===== src/rtl/cp_pkg.sv =====
// Shared encodings for the coprocessor dispatch endpoint: funct3 op codes,
// FSM states and instruction field positions.
package cp_pkg;

    typedef enum logic [2:0] {
        FUNCT_READ  = 3'b000,
        FUNCT_WRITE = 3'b001,
        FUNCT_SET   = 3'b010,
        FUNCT_CLEAR = 3'b011,
        FUNCT_ADD   = 3'b100
    } cp_funct_e;

    typedef enum logic [1:0] {
        IDLE,
        EXEC,
        RESP
    } cp_state_e;

    localparam int OPC_LSB = 0;
    localparam int OPC_W   = 7;
    localparam int F3_LSB  = 12;
    localparam int F3_W    = 3;
    localparam int IDX_LSB = 20;
    localparam int IDX_W   = 12;

    localparam logic [6:0] CP_OPCODE_DEFAULT = 7'b0001011;

endpackage


===== src/rtl/coprocessor_responder_if.sv =====
// Per-slot coprocessor dispatch port: the CPU drives the request side, the
// coprocessor drives the registered response side.
interface coprocessor_responder_if #(
    parameter int DATA_WIDTH = 64,
    parameter int INST_WIDTH = 32
);
    logic                  cp_enable;
    logic [INST_WIDTH-1:0] cp_inst;
    logic [DATA_WIDTH-1:0] cp_wdata;
    logic [DATA_WIDTH-1:0] cp_rdata;
    logic                  cp_ready;
    logic                  cp_exception;

    modport master (
        output cp_enable, cp_inst, cp_wdata,
        input  cp_rdata, cp_ready, cp_exception
    );

    modport slave (
        input  cp_enable, cp_inst, cp_wdata,
        output cp_rdata, cp_ready, cp_exception
    );
endinterface


===== src/rtl/cp_reg_bank.sv =====
// System register bank: index 0 is a free-running cycle counter, the rest are
// plain registers with one commit write port and an asynchronous read port.
module cp_reg_bank #(
    parameter int DATA_WIDTH = 64,
    parameter int REG_COUNT  = 8,
    localparam int AW        = (REG_COUNT > 1) ? $clog2(REG_COUNT) : 1
) (
    input  logic                  clk,
    input  logic                  rst_n,
    input  logic [AW-1:0]         rd_addr,
    output logic [DATA_WIDTH-1:0] rd_data,
    input  logic                  wr_en,
    input  logic [AW-1:0]         wr_addr,
    input  logic [DATA_WIDTH-1:0] wr_data
);

    logic [DATA_WIDTH-1:0] counter_reg;
    logic [DATA_WIDTH-1:0] rd_view [REG_COUNT];

    always_ff @(posedge clk or negedge rst_n) begin
        if (!rst_n) begin
            counter_reg <= '0;
        end else begin
            counter_reg <= counter_reg + 1'b1;
        end
    end

    assign rd_view[0] = counter_reg;

    // Index 0 has no storage; the decoder never lets a write reach it.
    genvar gi;
    generate
        for (gi = 1; gi < REG_COUNT; gi++) begin : g_reg
            logic [DATA_WIDTH-1:0] value_reg;

            always_ff @(posedge clk or negedge rst_n) begin
                if (!rst_n) begin
                    value_reg <= '0;
                end else if (wr_en && (wr_addr == AW'(gi))) begin
                    value_reg <= wr_data;
                end
            end

            assign rd_view[gi] = value_reg;
        end
    endgenerate

    assign rd_data = rd_view[rd_addr];

endmodule


===== src/rtl/coprocessor_responder.sv =====
// Coprocessor-side endpoint of one dispatch slot: IDLE -> EXEC -> RESP FSM,
// instruction decode and the register-op ALU around cp_reg_bank.
module coprocessor_responder
    import cp_pkg::*;
#(
    parameter int         DATA_WIDTH = 64,
    parameter int         INST_WIDTH = 32,
    parameter int         REG_COUNT  = 8,
    parameter int         LATENCY    = 2,
    parameter logic [6:0] CP_OPCODE  = CP_OPCODE_DEFAULT
) (
    input  logic                    clk,
    input  logic                    rst_n,
    coprocessor_responder_if.slave  cp
);

    localparam int AW = (REG_COUNT > 1) ? $clog2(REG_COUNT) : 1;
    localparam int CW = (LATENCY > 1) ? $clog2(LATENCY) : 1;

    cp_state_e             state_reg, state_next;
    logic [CW-1:0]         count_reg, count_next;
    logic [INST_WIDTH-1:0] inst_reg, inst_next;
    logic [DATA_WIDTH-1:0] wdata_reg, wdata_next;
    logic [DATA_WIDTH-1:0] rdata_reg, rdata_next;
    logic                  ready_reg, ready_next;
    logic                  exc_reg, exc_next;
    logic                  wr_en_reg, wr_en_next;
    logic [AW-1:0]         wr_addr_reg, wr_addr_next;
    logic [DATA_WIDTH-1:0] wr_data_reg, wr_data_next;

    logic [OPC_W-1:0]      opcode;
    logic [F3_W-1:0]       funct3;
    logic [IDX_W-1:0]      idx;
    cp_funct_e             funct;
    logic                  illegal;
    logic [AW-1:0]         rd_addr;
    logic [DATA_WIDTH-1:0] old_value;
    logic [DATA_WIDTH-1:0] new_value;
    logic                  commit;
    logic                  unused_inst_parity;

    assign opcode  = inst_reg[OPC_LSB +: OPC_W];
    assign funct3  = inst_reg[F3_LSB +: F3_W];
    assign idx     = inst_reg[IDX_LSB +: IDX_W];
    assign funct   = cp_funct_e'(funct3);
    assign rd_addr = idx[AW-1:0];
    assign unused_inst_parity = ^inst_reg;

    // The full 12-bit index is range-checked, so aliasing via rd_addr is harmless.
    assign illegal = (opcode != CP_OPCODE)
                   || (funct3 > 3'b100)
                   || ({1'b0, idx} >= 13'(REG_COUNT))
                   || ((idx == '0) && (funct != FUNCT_READ));

    always_comb begin
        new_value = old_value;
        case (funct)
            FUNCT_WRITE: new_value = wdata_reg;
            FUNCT_SET:   new_value = old_value | wdata_reg;
            FUNCT_CLEAR: new_value = old_value & ~wdata_reg;
            FUNCT_ADD:   new_value = old_value + wdata_reg;
            default:     new_value = old_value;
        endcase
    end

    cp_reg_bank #(
        .DATA_WIDTH (DATA_WIDTH),
        .REG_COUNT  (REG_COUNT)
    ) u_reg_bank (
        .clk     (clk),
        .rst_n   (rst_n),
        .rd_addr (rd_addr),
        .rd_data (old_value),
        .wr_en   (commit),
        .wr_addr (wr_addr_reg),
        .wr_data (wr_data_reg)
    );

    always_ff @(posedge clk or negedge rst_n) begin
        if (!rst_n) begin
            state_reg   <= IDLE;
            count_reg   <= '0;
            inst_reg    <= '0;
            wdata_reg   <= '0;
            rdata_reg   <= '0;
            ready_reg   <= 1'b0;
            exc_reg     <= 1'b0;
            wr_en_reg   <= 1'b0;
            wr_addr_reg <= '0;
            wr_data_reg <= '0;
        end else begin
            state_reg   <= state_next;
            count_reg   <= count_next;
            inst_reg    <= inst_next;
            wdata_reg   <= wdata_next;
            rdata_reg   <= rdata_next;
            ready_reg   <= ready_next;
            exc_reg     <= exc_next;
            wr_en_reg   <= wr_en_next;
            wr_addr_reg <= wr_addr_next;
            wr_data_reg <= wr_data_next;
        end
    end

    // Response outputs default to zero so they can only be non-zero in RESP.
    always_comb begin
        state_next   = state_reg;
        count_next   = count_reg;
        inst_next    = inst_reg;
        wdata_next   = wdata_reg;
        rdata_next   = '0;
        ready_next   = 1'b0;
        exc_next     = 1'b0;
        wr_en_next   = 1'b0;
        wr_addr_next = wr_addr_reg;
        wr_data_next = wr_data_reg;
        commit       = 1'b0;

        case (state_reg)
            IDLE: begin
                if (cp.cp_enable) begin
                    inst_next  = cp.cp_inst;
                    wdata_next = cp.cp_wdata;
                    count_next = CW'(LATENCY - 1);
                    state_next = EXEC;
                end
            end
            EXEC: begin
                if (!cp.cp_enable) begin
                    state_next = IDLE;
                end else if (count_reg == '0) begin
                    ready_next   = 1'b1;
                    exc_next     = illegal;
                    rdata_next   = illegal ? '0 : old_value;
                    wr_en_next   = !illegal && (funct != FUNCT_READ);
                    wr_addr_next = rd_addr;
                    wr_data_next = new_value;
                    state_next   = RESP;
                end else begin
                    count_next = count_reg - 1'b1;
                end
            end
            RESP: begin
                // Enable still high is the handshake; low is a flush that drops the write.
                commit     = cp.cp_enable && wr_en_reg;
                state_next = IDLE;
            end
            default: begin
                state_next = IDLE;
            end
        endcase
    end

    assign cp.cp_rdata     = rdata_reg;
    assign cp.cp_ready     = ready_reg;
    assign cp.cp_exception = exc_reg;

endmodule


===== src/flat_wrapper.sv =====
// flat-port wrapper written by rule: the top's interface ports become plain ports
module coprocessor_responder_flat import cp_pkg::*;
#(
    parameter int         DATA_WIDTH = 64,
    parameter int         INST_WIDTH = 32,
    parameter int         REG_COUNT  = 8,
    parameter int         LATENCY    = 2,
    parameter logic [6:0] CP_OPCODE  = CP_OPCODE_DEFAULT
)
  (clk, rst_n, cp_cp_enable, cp_cp_inst, cp_cp_wdata, cp_cp_rdata, cp_cp_ready, cp_cp_exception);
  coprocessor_responder_if #(.DATA_WIDTH(DATA_WIDTH), .INST_WIDTH(INST_WIDTH)) cp_i ();
  input  logic clk;
  input  logic rst_n;
  input wire logic [$bits(cp_i.cp_enable)-1:0] cp_cp_enable;
  input wire logic [$bits(cp_i.cp_inst)-1:0] cp_cp_inst;
  input wire logic [$bits(cp_i.cp_wdata)-1:0] cp_cp_wdata;
  output wire logic [$bits(cp_i.cp_rdata)-1:0] cp_cp_rdata;
  output wire logic [$bits(cp_i.cp_ready)-1:0] cp_cp_ready;
  output wire logic [$bits(cp_i.cp_exception)-1:0] cp_cp_exception;
  assign cp_i.cp_enable = cp_cp_enable;
  assign cp_i.cp_inst = cp_cp_inst;
  assign cp_i.cp_wdata = cp_cp_wdata;
  assign cp_cp_rdata = cp_i.cp_rdata;
  assign cp_cp_ready = cp_i.cp_ready;
  assign cp_cp_exception = cp_i.cp_exception;
  coprocessor_responder #(.DATA_WIDTH(DATA_WIDTH), .INST_WIDTH(INST_WIDTH), .REG_COUNT(REG_COUNT), .LATENCY(LATENCY), .CP_OPCODE(CP_OPCODE)) u_core (.clk(clk), .rst_n(rst_n), .cp(cp_i));
endmodule

===== config.mk =====
export PLATFORM = sky130hd
export DESIGN_NAME = coprocessor_responder_flat
export DESIGN_NICKNAME = d
export VERILOG_FILES = /design/src/rtl/cp_pkg.sv /design/src/rtl/coprocessor_responder_if.sv /design/src/rtl/cp_reg_bank.sv /design/src/rtl/coprocessor_responder.sv /design/src/flat_wrapper.sv
export SDC_FILE = /design/constraint.sdc
export NUM_CORES = 1
export LEC_CHECK = 0
export CAP_MARGIN = 20
export CORE_MARGIN = 2
export CORE_UTILIZATION = 30
export DETAILED_ROUTE_END_ITERATION = 16
export GPL_TIMING_DRIVEN = 0
export SYNTH_ARGS = -nofsm -noshare
export SYNTH_HDL_FRONTEND = slang
export SYNTH_SLANG_ARGS = --single-unit

===== constraint.sdc =====
create_clock -name clk -period 7.6 [get_ports clk]
set_clock_uncertainty 0.2 [all_clocks]
set_input_delay 1.52 -clock clk [delete_from_list [all_inputs] [get_ports clk]]
set_output_delay 1.52 -clock clk [all_outputs]
set_load 0.01 [all_outputs]

**After elaboration in Yosys (flattened, before gate mapping)**

Cells that the tools add are included.

- Bits of input ports: 99
- Register bits after elaboration: 745

- Order comparisons: 3
- Bitwise logic cells: 5
- Add/subtract/negate cells: 3
- Eq/ne operators: 17
- Multiplexer cells: 26
- Reduce and logical (&&, ||, !) cells: 22

Operator list:

| operator | number |
|---|---|
| 64-bit two-way mux | 6 |
| 64-bit one-hot mux with 4 select lines | 1 |
| 64-bit binary-select mux with 3-bit select | 1 |
| 64-bit by 1-bit adder with 64-bit output, second input constant | 1 |
| 64-bit adder | 1 |
| 64-bit bitwise AND | 1 |
| 64-bit inverter | 1 |
| 64-bit bitwise OR | 1 |
| 3-bit equality test, second input constant | 5 |
| 1-bit two-way mux | 13 |
| 3-bit by 2-bit equality test with 1-bit output, second input constant | 4 |
| 12-bit by 4-bit >= comparator with 1-bit output, second input constant | 1 |
| 12-bit logical NOT | 1 |
| 1-bit logical AND | 10 |
| 7-bit by 4-bit != test with 1-bit output, second input constant | 1 |
| 3-bit by 1-bit equality test with 1-bit output, second input constant | 2 |
| 2-bit two-way mux | 3 |
| 3-bit AND reduction | 2 |
| 4-bit >= comparator, second input constant | 1 |
| 2-bit != test, second input constant | 2 |
| 3-bit inverter with 4-bit output | 1 |
| 2-bit one-hot mux with 2 select lines | 1 |
| 2-bit AND reduction | 2 |
| 3-bit greater-than comparator, second input constant | 1 |
| 11 further kinds | 13 |

**Depth between registers and ports, before layout**

Gate-level depths: netlist of the first run.

- Depth after elaboration: 9
- Mapped depth: 20
- Mapped depth without buffers: 16

**Cells and area by module**

A second synthesis of the first run with hierarchy kept.

- Cell total of the unflattened synthesis: 3,349
- Area, all modules: 39,902.0 um^2

By module, submodules not included:

| module | cells each | instances | area each (um^2) | sequential area each (um^2) |
|---|---|---|---|---|
| cp_reg_bank | 1,453 | 1 | 23,283.6 | 12,812.3 |
| coprocessor_responder | 1,896 | 1 | 16,618.4 | 5,580.4 |

**Least setup slack after synthesis of the first run**

No wires, ideal clock.

- Path kind: register to register
- Start point: reg u_core.inst_reg[20]
- End point: reg u_core.wr_data_reg[62]
- Slack: 2.960 ns
- Data arrival time: 4.314 ns
- Buffers on the path: 4
- Setup time: 0.126 ns
- Stages on the path, launching flop included: 21
- Path through: dfrtp_1 -> buf_2 -> buf_2 -> buf_4 -> buf_2 -> mux4_2 -> mux2i_1 -> inv_1 -> ha_1 -> inv_1 -> fa_1 -> nor2b_4 -> o2111ai_1 -> a21oi_2 -> nor3b_2 -> o21ai_4 -> a41oi_4 -> o21ai_2 -> a31oi_1 -> nor4b_1 -> o32a_1

- Word-level cells in the longest chain between the ends: 6

Ends and longest elaborated chain:

| what | RTL line | text |
|---|---|---|
| from (decl) | coprocessor_responder.sv:22 | `logic [INST_WIDTH-1:0] inst_reg, inst_next;` |
| from (signal assigned) | coprocessor_responder.sv:94 | `inst_reg <= inst_next;` |
| 3-bit inverter with 4-bit output (not written as such) (*) | cp_reg_bank.sv:48 | `assign rd_data = rd_view[rd_addr];` |
| 64-bit binary-select mux with 3-bit select (*) | cp_reg_bank.sv:48 |  |
| 64-bit two-way mux (not written as such) (*) (2 in a row) | cp_reg_bank.sv:48 |  |
| 64-bit adder, or another cell as far along | coprocessor_responder.sv:61 | `FUNCT_ADD: new_value = old_value + wdata_reg;` |
| 64-bit one-hot mux with 4 select lines (*) | coprocessor_responder.sv:57 | `case (funct)` |
| to (signal assigned) | coprocessor_responder.sv:101 | `wr_data_reg <= wr_data_next;` |
| to (decl) | coprocessor_responder.sv:29 | `logic [DATA_WIDTH-1:0] wr_data_reg, wr_data_next;` |

Every way passes the cells marked *; elsewhere a longest branch is shown, timed or not. The select of a mux whose other input is x is not followed.
A chain may end at the register's enable or synchronous reset.

**Final worst setup path of the first run**

- Start point: reg u_core.inst_reg[21]
- End point: reg u_core.wr_data_reg[61]

Same word-level chain as after synthesis.

==> results.ini, run 1 <==
[logic_synthesis]
synth_compound_area_share_pct=10.0
netlist_instances=3232
syn_nets=3538
synth_edf_count=0
synthMuxAreaShare_pct=23.0
avgSynthCellArea_um2=12.0
synth-xor-area-share_pct=2.64
ys_seq_elements=735
yosysWarningCount=0
synth_top_family_by_area=multiplexers
synthAdderAreaFrac_pct=6.72
synth_cell_type_count=84
async_reset_ff_share_pct=100
yosysSeqAreaShare_pct=47.4
synth_simple_gate_area_share_pct=6.32
ys.flop_type=dfrtp_1
synth_area_um2=38800

[critical_path]
worstPathRequired_ns=7.95
crit_path_start_kind=flop
max_stage_delay_ns=0.87
crit_path_cell_trace=buf_2, clkbuf_1, clkbuf_1, buf_16, mux4_2, mux2i_1, inv_1, ha_1, a211oi_1, o21ai_1, nand4_1, nand2_1, a41oi_1, o21ai_1, a21boi_0, o31a_1, xnor2_1, o21ba_2
cp-end-kind=flop
worstPathArrival_ns=7.71
cp_slowest_cell=clkbuf_1
critPathTopFamily=compound AO/OA/AOI/OAI gates
cp_num_buf_inv=5
critical_path_class=flop to flop
worstPathMaxFanout=10

[layout]
area_delta_synth_final_pct=17.9
layout_common_cells=dfrtp_1, mux2_2, nand2_1, ha_1, o21ai_0
layout_commonest_cell=dfrtp_1
drive_above_1_share_pct=23.9
largest_reg_flops=448
fin_util_pct=35.5
final_nets=3792
fillers=12700
multi_input_area_um2=18900
ff_latch_area_um2=18400

[die]
core_area_um2=129000
dieArea_um2=132000
ios=165
die_height_um=364
die_width_um=364
rows=132
initial_core_util_pct=30.1

[drt]
drt_first_pass_iters=6
first_iter_violations=2756
drc_errors=0
num_vias=28100
viasPerCell=5.31
wl_per_cell_um=25.7
wl_mm=136
ant_nets=0

[global_route]
grt_pass1_vias=28400
antenna_found_initial=17
gr-total-overflow=0
grt_pass1_wl_mm=198
grt_max_degree=119
grt_usage_pct=20.4

[placement]
io_buffers=154
gp_congestion=0.951
hpwlAfterDp_mm=97.9

[worst_hold_path]
min_path_type=flop to flop

[timing]
setup-tns-final_ns=0
period_share_pct=96.9
rsz0062_at_grt=no
setup_viol=0
hold_viol=0
worstMarginPinSlew_ns=1.34
fmax_mhz=136
fin_crit_ns=7.37
slew_violations=0
relSlewSlack_pct=11.0

[cts]
cts_buffer_depth=3
cts_resized=0
clock_latency_ns=0.66
cts_tree=yes
root_buffer=clkbuf_16
hold_buffers=0
cts_sinks=735
cts.htree.levels=3
cts_buffers=78
clk_pin_slew_ns=0.07
cts_setup_buffers=0

[pwr]
vdd_drop_max_mv=0.180
p_leak_nw=21.4
p_per_area_nw_per_um2=243
total_power_mw=11.1

[run]
max_cap_viol_count=0

[status]
status=finished, final reports clean

==> power by group <==
part	internal, mW	leakage (nW)	switching, mW
combinational	0.731	10.1	1.55
sequential	4.18	9.98	0.487
clock	2.47	1.33	1.71
total	7.38	21.4	3.74
==> final timing paths <==
check / startpoint / to / slack (ns) / cells after the start
setup / recovery: u_core.inst_reg[21]$_DFFE_PN0P_ / u_core.wr_data_reg[61]$_DFFE_PN0P_ / 0.23 / 18
hold / removal: u_core.u_reg_bank.counter_reg[63]$_DFF_PN0_ / u_core.u_reg_bank.counter_reg[63]$_DFF_PN0_ / 0.28 / 1
setup reg to reg: u_core.inst_reg[21]$_DFFE_PN0P_ / u_core.wr_data_reg[61]$_DFFE_PN0P_ / 0.23 / 18
hold reg to reg: u_core.u_reg_bank.counter_reg[63]$_DFF_PN0_ / u_core.u_reg_bank.counter_reg[63]$_DFF_PN0_ / 0.28 / 1
max in group asynchronous: rst_n / u_core.cp.cp_rdata[3]$_DFF_PN0_ / 4.42 / 4
min in group asynchronous: rst_n / u_core.u_reg_bank.g_reg[5].value_reg[45]$_DFFE_PN0P_ / 0.67 / 1
==> cell usage after synthesis (65+ instances only) <==
| cell | n | area [µm²] |
|---|---|---|
| nor2_1 | 153 | 574 |
| a21oi_1 | 114 | 571 |
| inv_1 | 174 | 653 |
| mux2i_1 | 65 | 651 |
| nand2_1 | 226 | 848 |
| clkbuf_1 | 121 | 454 |
| dfrtp_1 | 735 | 18400 |
| ha_1 | 206 | 2580 |
| xnor2_1 | 90 | 788 |
| o21ai_0 | 188 | 941 |
| mux2_2 | 476 | 5360 |
| mux4_2 | 130 | 2930 |
==> stage by stage <==
step	hold WS (ns)	setup slack [ns]	cells	cell area [µm²]
2_1_floorplan	0.241	2.96	3232	38800
3_3_place_gp	0.263	-28.91	5128	42600
3_5_place_dp	0.272	0.511	5147	43000
4_1_cts	0.282	0.480	5288	45800
5_1_grt	0.291	0.174	5289	45800
6_report	0.280	0.235	5292	45800
==> metal layers <==
metal | vias up | GRT usage (%) | wire length [µm]
met3 | 269 | 4.93 | 11900
met4 | 14 | 8.39 | 5810
li1 | 12200 | - | -
met1 | 14500 | 26.7 | 56500
met2 | 1134 | 32.3 | 61700
met5 | - | 0 | 96
==> area by class of cell <==
cell class | instances | share of cell area (%)
multi-input combinational | 2130 | 41.4
clock inverter | 39 | 1.35
tap | 1742 | 4.76
timing repair buffer | 174 | 4.26
buffer | 192 | 1.90
clock buffer | 102 | 4.73
sequential | 735 | 40.2
inverter | 175 | 1.44
antenna | 3 | 0.0164
==> worst register-to-register path: stages (launching register included) <==
cell and delay [ns]:
dfrtp_1 0.48, buf_2 0.56, clkbuf_1 0.88, clkbuf_1 0.62
buf_16 0.23, mux4_2 0.31, mux2i_1 0.36, inv_1 0.12
ha_1 0.29, a211oi_1 0.28, o21ai_1 0.25, nand4_1 0.18
nand2_1 0.15, a41oi_1 0.74, o21ai_1 0.36, a21boi_0 0.54
o31a_1 0.39, xnor2_1 0.13, o21ba_2 0.21
==> cells by family after synthesis <==
group / after synthesis
flip-flops: 735
multiplexers: 671
AO/OA/AOI/OAI: 600
AND/OR/NAND/NOR: 534
buffers and inverters: 367
adder cells (fa/ha/maj): 208
XOR/XNOR: 117
No activity file was read; power rests on OpenSTA's default activity.
==> run 2: changes to the inputs <==
- ABC_CLOCK_PERIOD_IN_PS: default -> 7600
- PLACE_DENSITY: default -> 0.47
==> run 2 against run 1 <==
  * Routed wire length grew 6.4%
  * Worst setup slack gained 0.26 ns
  * Register-to-register slack gained 0.26 ns
  * Flip-flop and latch count is the same
  * Clock power is essentially flat
  * Critical path depth is the same
  * Fmax grew 3.7%
  * Design area grew 0.10%
  * Die area is the same
  * Via count shrank 1.3%
  * Sequential power is essentially flat
  * Highest routed layer is now met4
==> results.ini, run 2 (synthesized netlist as in run 1, its figures left out) <==
[status]
status=finished, final reports clean

[critical_path]
worstPathMaxFanout=10  ; unchanged
critPathLaunch=u_core.inst_reg[20]$_DFFE_PN0P_
crit_path_start_kind=flop
worstPathArrival_ns=7.46  ; -0.25 ns
critical_path_class=flop to flop
reg2reg_from=u_core.inst_reg[20]$_DFFE_PN0P_
rrSetupSlack_ns=0.50  ; +0.26 ns
worstPathRequired_ns=7.96  ; about the same
rr_worst_depth=18  ; unchanged
cp-end-kind=flop

[timing]
setup_slack_ns=0.497  ; +0.262 ns
slew_violations=0  ; unchanged
setup-tns-final_ns=0  ; unchanged
hold_viol=0  ; unchanged
period_share_pct=93.5  ; -3.5 points
setup_viol=0  ; unchanged
rsz0062_at_grt=no
fmax_mhz=141  ; +3.7%
fin_crit_ns=7.10  ; -0.262 ns
relSlewSlack_pct=17.3  ; +6.4 points
worstMarginPinSlew_ns=1.24  ; -0.0955 ns

[pwr]
p_per_area_nw_per_um2=244  ; +0.37%
vdd_drop_max_mv=0.157  ; -13%
switching_share_pct=34.1  ; +0.44 points
p_int_mw=7.37  ; -0.19%
switching_power_mw=3.81  ; +1.8%
clkPwrFrac_pct=37.1  ; -0.4 points
p_leak_nw=21.5  ; +0.33%
power_frac_seq_pct=41.9  ; about the same
pwr-share-comb_pct=21.0  ; +0.5 points

[global_route]
grt_pass1_wl_mm=208  ; +4.9%
gr-total-overflow=0  ; unchanged
grt_max_degree=112  ; -5.9%
antenna_found_initial=7  ; -10
grt_usage_pct=21.8  ; +1.4 points
grt_pass1_vias=27900  ; -1.5%

[layout]
layout_commonest_cell=dfrtp_1
final_nets=3800  ; +0.21%
area_delta_synth_final_pct=18.0
layout_common_cells=dfrtp_1, mux2_2, nand2_1, ha_1, o21ai_0
drive_above_1_share_pct=24.0  ; +0.032 points
fin_util_pct=35.5  ; +0.036 points
final_cell_area_um2=45800  ; +0.10%
fillers=12800  ; +1.3%
largest_reg_flops=448  ; unchanged

[drt]
drc_errors=0  ; unchanged
ant_nets=0  ; unchanged
viasPerCell=5.22  ; -1.5%
drt_first_pass_iters=5  ; -1
wl_per_cell_um=27.3  ; +6.2%
wl_mm=145  ; +6.4%
first_iter_violations=2374  ; -14%
num_vias=27700  ; -1.3%

[cts]
cts_tree=yes
cts.htree.levels=3  ; unchanged
clk_pin_slew_ns=0.06  ; about the same
cts_buffer_depth=3  ; unchanged
cts_buffers=83  ; +6.4%
clock_latency_ns=0.67  ; about the same
root_buffer=clkbuf_16
cts_sinks=735  ; unchanged

[placement]
hpwlAfterDp_mm=104  ; +6.4%
gp_congestion=0.919  ; -3.4%
io_buffers=154  ; unchanged
dp_slack_ns=0.0571  ; -0.454 ns
post_dp_cell_area_um2=43100  ; +0.23%

[die]
initial_core_util_pct=30.1  ; unchanged
rows=132  ; unchanged
dieArea_um2=132000  ; unchanged
die_width_um=364  ; unchanged
core_area_um2=129000  ; unchanged
ios=165  ; unchanged
die_height_um=364  ; unchanged

[worst_hold_path]
hp-start=u_core.u_reg_bank.counter_reg[57]$_DFF_PN0_
worstHoldPathCells=1  ; unchanged
min_path_type=flop to flop

[run]
max_cap_viol_count=0  ; unchanged

## run 2: path summary, 6_finish.rpt
kind	end
hold reg to reg	u_core.u_reg_bank.counter_reg[57]$_DFF_PN0_
min in group asynchronous	u_core.u_reg_bank.g_reg[5].value_reg[45]$_DFFE_PN0P_
setup / recovery	u_core.wr_data_reg[61]$_DFFE_PN0P_
setup reg to reg	u_core.wr_data_reg[61]$_DFFE_PN0P_
hold / removal	u_core.u_reg_bank.counter_reg[57]$_DFF_PN0_
max in group asynchronous	u_core.u_reg_bank.g_reg[5].value_reg[11]$_DFFE_PN0P_
## run 2: power by group through the flow
stage | Sequential [mW] | Combinational [mW] | Clock, mW
final | 4.69 | 2.35 | 4.14
after global routing | 4.74 | 2.49 | 4.40
after CTS | 4.67 | 2.34 | 4.24
after detailed placement | 4.74 | 2.33 | 0
after global placement | 4.77 | 2.25 | 0
after floorplan | 4.52 | 1.26 | 0
## run 2: area by class of cell
class / instances / area [µm²] / area share, %
antenna: 3 / 7.51 / 0.0164
buffer: 190 / 867 / 1.89
clock buffer: 129 / 2460 / 5.37
clock inverter: 21 / 285 / 0.623
inverter: 175 / 657 / 1.43
multi-input combinational: 2130 / 18900 / 41.3
sequential: 735 / 18400 / 40.1
tap: 1742 / 2180 / 4.76
timing repair buffer: 179 / 2040 / 4.44
## run 2: worst max-delay path, cell delays in order (launching register included)
cell	delay, ns
dfrtp_1	0.31
buf_2	0.18
buf_2	0.49
buf_4	0.41
buf_2	0.66
mux4_2	0.58
mux2i_1	0.40
inv_1	0.13
ha_1	0.29
a211oi_1	0.29
o21ai_1	0.24
nand4_1	0.17
nand2_1	0.16
a41oi_1	0.76
o21ai_1	0.37
a21boi_0	0.67
o31a_1	0.32
xnor2_1	0.11
o21ba_2	0.20
## run 2: what timing repair did
item / 4_1_cts / 5_1_grt
setup buffers: 0 / 0
hold buffers: 0 / 0
setup endpoints to repair: 0 / 2
gates resized for setup: 0 / 0
## run 2: per-stage QoR
stage,std cells,hold slack (ns),total power [mW]
floorplan,3232,0.241,5.78
global placement,5128,0.265,7.02
detailed placement,5153,0.278,7.07
CTS,5303,0.291,11.3
global route,5301,0.297,11.6
finish,5304,0.287,11.2
## run 2: layer usage
| layer | wire length [µm] | global-route usage [%] | vias up |
|---|---|---|---|
| li1 | - | - | 12200 |
| met1 | 64700 | 30.0 | 14500 |
| met2 | 66300 | 34.8 | 872 |
| met3 | 8960 | 3.74 | 201 |
| met4 | 4640 | 7.40 | 0 |
| met5 | 0 | 0 | - |
